### src/rtl/arm_id_control.sv
// ID-stage front end: IF/ID instruction latch, PC+4 adder, control decoder and hazard bubble mux.
// Optional CU_MUX_CLEAR_AM_EN: the bubble also forces addressing_mode to 00.
module arm_id_control (
    input  logic        clk,
    input  logic        reset,
    input  logic        if_id_enable,
    input  logic [31:0] instruction_in,
    input  logic [31:0] pc_current,
    input  logic        hazard_select,
    output logic [31:0] pc_plus_4,
    output logic [31:0] instruction_out,
    output logic        reg_write_enable,
    output logic        mem_enable,
    output logic        mem_rw,
    output logic        mem_to_reg_select,
    output logic        alu_source_select,
    output logic        status_bit,
    output logic [3:0]  alu_operation,
    output logic        pc_source_select,
    output logic        mem_size,
    output logic [1:0]  addressing_mode
);

    typedef struct packed {
        logic       reg_write_enable;
        logic       mem_enable;
        logic       mem_rw;
        logic       mem_to_reg_select;
        logic       alu_source_select;
        logic       status_bit;
        logic [3:0] alu_operation;
        logic       pc_source_select;
        logic       mem_size;
        logic [1:0] addressing_mode;
    } ctrl_t;

    localparam logic [3:0] ALU_ADD = 4'b0100;
    localparam logic [3:0] ALU_SUB = 4'b0010;

    logic [31:0] instr_q;
    ctrl_t       dec;
    ctrl_t       muxed;

    logic        is_nop;
    logic        is_data_proc;
    logic        is_load_store;
    logic        is_branch;

    always_ff @(posedge clk or posedge reset) begin
        if (reset) begin
            instr_q <= '0;
        end else if (if_id_enable) begin
            instr_q <= instruction_in;
        end
    end

    assign instruction_out = instr_q;
    assign pc_plus_4       = pc_current + 32'd4;

    assign is_nop        = (instr_q == 32'd0);
    assign is_data_proc  = !is_nop && (instr_q[27:26] == 2'b00);
    assign is_load_store = (instr_q[27:26] == 2'b01);
    assign is_branch     = (instr_q[27:25] == 3'b101);

    // The cond field [31:28] is deliberately ignored; condition checking happens downstream.
    always_comb begin
        dec = '0;
        if (is_data_proc) begin
            dec.alu_operation     = instr_q[24:21];
            dec.status_bit        = instr_q[20];
            dec.alu_source_select = instr_q[25];
            dec.reg_write_enable  = (instr_q[24:23] != 2'b10);
            if (instr_q[25]) begin
                dec.addressing_mode = 2'b00;
            end else if (!instr_q[4]) begin
                dec.addressing_mode = 2'b01;
            end else begin
                dec.addressing_mode = 2'b10;
            end
        end else if (is_load_store) begin
            dec.mem_enable        = 1'b1;
            dec.mem_rw            = !instr_q[20];
            dec.mem_to_reg_select = instr_q[20];
            dec.reg_write_enable  = instr_q[20];
            dec.mem_size          = instr_q[22];
            dec.alu_operation     = instr_q[23] ? ALU_ADD : ALU_SUB;
            dec.alu_source_select = !instr_q[25];
            if (!instr_q[25]) begin
                dec.addressing_mode = 2'b00;
            end else if (instr_q[11:4] == 8'd0) begin
                dec.addressing_mode = 2'b01;
            end else begin
                dec.addressing_mode = 2'b10;
            end
        end else if (is_branch) begin
            dec.pc_source_select  = 1'b1;
            dec.reg_write_enable  = instr_q[24];
            dec.alu_operation     = ALU_ADD;
            dec.alu_source_select = 1'b1;
            dec.addressing_mode   = 2'b11;
        end
    end

    always_comb begin
        muxed = dec;
        if (hazard_select) begin
            muxed = '0;
`ifdef CU_MUX_CLEAR_AM_EN
            muxed.addressing_mode = 2'b00;
`else
            muxed.addressing_mode = dec.addressing_mode;
`endif
        end
    end

    assign reg_write_enable  = muxed.reg_write_enable;
    assign mem_enable        = muxed.mem_enable;
    assign mem_rw            = muxed.mem_rw;
    assign mem_to_reg_select = muxed.mem_to_reg_select;
    assign alu_source_select = muxed.alu_source_select;
    assign status_bit        = muxed.status_bit;
    assign alu_operation     = muxed.alu_operation;
    assign pc_source_select  = muxed.pc_source_select;
    assign mem_size          = muxed.mem_size;
    assign addressing_mode   = muxed.addressing_mode;

endmodule

### config.mk
export PLATFORM = sky130hd
export DESIGN_NAME = arm_id_control
export DESIGN_NICKNAME = d
export VERILOG_FILES = /design/src/rtl/arm_id_control.sv
export SDC_FILE = /design/constraint.sdc
export NUM_CORES = 1
export LEC_CHECK = 0
export ABC_AREA = 1
export CORE_MARGIN = 2
export CORE_UTILIZATION = 40
export CTS_CLUSTER_DIAMETER = 50
export DETAILED_ROUTE_END_ITERATION = 10
export PLACE_DENSITY_LB_ADDON = 0.25
export SYNTH_ARGS = -nofsm -noshare
export SYNTH_HDL_FRONTEND = slang
export SYNTH_SLANG_ARGS = --single-unit
### constraint.sdc
create_clock -name clk -period 3.7 [get_ports clk]
set_clock_uncertainty 0.15 [all_clocks]
set_input_delay 0.37 -clock clk [delete_from_list [all_inputs] [get_ports clk]]
set_output_delay 0.37 -clock clk [all_outputs]
set_load 0.03 [all_outputs]
==> out/qor.yml, run 1 <==
power:
  ir_worst_vdd_mv: 0.2004
  power.density_nw_per_um2: 304.0
  leakagePower_uw: 0.001620
worst_setup_path:
  r2r-start: "instruction_out[25]$_DFFE_PP0P_"
  crit_fanout: 5
  cp_data_required_time_ns: 3.18
  r2r_cells: 2
  r2r_end: "instruction_out[25]$_DFFE_PP0P_"
  path_class: "input port to primary output"
  cp.arrival_ns: 2.68
  r2r_setup_slack_ns: 2.71
  crit_path_start_kind: "input port"
  worst_setup_path_end_kind: "primary output"
timing:
  worstMarginPinSlew_ns: 0.4391
  fin_crit_sh: 0.8651
  rsz0062_at_grt: "no"
  max_freq_mhz: 312.4
  final_max_slew_viol_count: 0
  final.setup.tns_ns: 0
  layout_min_cycle_time_ns: 3.201
  finalHoldViolCount: 0
  setup_viol: 0
  worst_slack_ns: 0.4991
  slew_headroom: 0.7072
clocking:
  cts_inserted_buffers: 5
  htree_levels: 2
  clock_path_buffers: 2
  numClockSinks: 32
  clkSlewWorstSetupHoldPaths_ns: 0.06
  clk_latency_ns: 0.28
  cts_resized: 0
  cts_tree: "built"
  cts_setup_buffers: 0
  holdBufCountCts: 0
  root_buffer: "clkbuf_8"
floorplan:
  design.core.area_um2: 5473
  ios: 146
  die_w_um: 78.93
  rows: 27
  start_util: 0.4104
  die_area_um2: 6230
  die_height_um: 78.93
synthesis:
  synth_area_leaders: "dfrtp_1 36%, nand2_1 12%, mux2_2 11%"
  avgSynthCellArea_um2: 7.511
  yosysWarnings: 0
  synth_top_cell_by_area: "dfrtp_1"
  syn_inst: 299
  netlist_area_um2: 2246
  syn-num-nets: 368
  synth_top_area_share: 0.3565
  synthDistinctLibCells: 28
  ys_seq_elements: 32
  ys_seq_area_frac: 0.3565
cells_and_area:
  layout-drive-gt1-share: 0.09234
  final_area_um2: 3824
  num-nets-final: 512
  stdcell_count: 516
  largest_reg_flops: 32
  num_antenna_cells: 0
  fin_util: 0.6987
  syn2layout_area_growth_pct: 70.25
global_routing:
  globalRouteTotalUtil: 0.2245
  overflow: 0
  grt_max_degree: 44
  grt_pass1_wl_um: 11150
  grt_pass1_vias: 2421
  antenna_found_initial: 0
placement:
  place_inst: 508
  port_buffers: 141
  pre_cts_ws_ns: 0.4905
  hpwlAfterDp_um: 5713
  placed_area_um2: 3734
  place_congestion: 0.9301
routing:
  drt_pre_antenna_iters: 4
  detail-route-antenna-nets: 0
  via_per_inst: 4.853
  route.detailed.drc: 0
  drtIter0Drc: 71
  wl_um: 6986
  wl_per_cell_um: 13.54
  vias: 2504
job:
  max_cap_violations: 0
worst_hold_path:
  hp-class: "input port to async pin"
outcome:
  outcome: "finished, final reports clean"
Yosys cell counts, drive strengths merged:
cell and count:
or2 1, a31oi 2, mux2 21, nand3 12, o21ai 13, nor4 2, inv 33, nor3b 1
buf 4, xnor2 10, a21oi 3, dfrtp 32, nand4 6, nand2 71, nand3b 2, ha 1
nor3 11, clkbuf 3, xor2 15, nor2 55, o22ai 1
power by group:
| part | leakage (µW) | internal (µW) | total, µW | switching, µW |
|---|---|---|---|---|
| Clock | 0.0000455 | 151 | 275 | 123 |
| Sequential | 0.000379 | 384 | 415 | 30.5 |
| Combinational | 0.00120 | 218 | 473 | 255 |
worst max-delay path: stages:
cell and delay [ns]:
clkdlybuf4s50_1 0.52, ha_1 0.22, nand3_2 0.16, nor3_4 0.27, nand3_2 0.16, inv_2 0.09, nand2_2 0.06, xnor2_1 0.14
clkdlybuf4s50_1 0.68
cell families (layout without fill, tap and decap cells):
logic type | Yosys count | in the layout | synth area share
mux | 21 | 21 | 0.1053
simple gates | 161 | 161 | 0.3181
buf+inv | 40 | 185 | 0.07131
compound gates | 19 | 19 | 0.04568
fa+ha+maj | 1 | 1 | 0.005570
flops | 32 | 32 | 0.3565
xor+xnor | 25 | 25 | 0.09749
worst max-delay path by stage:
stage / endpoint / from / slack, ns
3_5_place_dp: pc_plus_4[22] / pc_current[2] / 0.49
3_3_place_gp: pc_plus_4[22] / pc_current[2] / 0.55
4_1_cts: pc_plus_4[22] / pc_current[2] / 0.49
6_report: pc_plus_4[22] / pc_current[2] / 0.50
2_1_floorplan: reg_write_enable / instruction_out[27]$_DFFE_PP0P_ / 0.74
5_1_grt: pc_plus_4[22] / pc_current[2] / 0.33
cells in the final DEF, fill, tap and decap left out, types with 10 or more instances in the layout:
cell type	synthesis	routed
mux2_2	21	21
xnor2_1	10	10
inv_1	32	32
o21ai_0	12	12
nor2_1	54	54
xor2_1	15	15
nand2_1	70	70
dfrtp_1	32	32
clkdlybuf4s50_1	0	141
layer usage:
layer / global-route usage / wire length, µm
met5: 0 / 0
met4: 0.06897 / 143
met3: 0.06477 / 619
met2: 0.3991 / 3398
met1: 0.2614 / 2825
through the flow:
step | power [µW] | hold slack [ns]
6_report | 1162 | 0.2228
5_1_grt | 1220 | 0.2597
4_1_cts | 1175 | 0.2325
3_5_place_dp | 894.5 | 0.3729
3_3_place_gp | 888.1 | 0.3657
2_1_floorplan | 660.1 | 0.3362
final cells by class:
cell class / count / area (µm²)
Clock buffer: 8 / 90.09
Fill cell: 469 / 1649
Inverter: 33 / 123.9
Multi-Input combinational cell: 227 / 1285
Sequential cell: 32 / 800.8
Tap cell: 72 / 90.09
Timing Repair Buffer: 144 / 1434
No activity file was read; power rests on OpenSTA's default activity.
==> run 2: changes to the inputs <==
- ABC_CLOCK_PERIOD_IN_PS: unset -> 3700
==> results of run 2 <==
Final layout, timing and power as in run 1 (identical DEF).
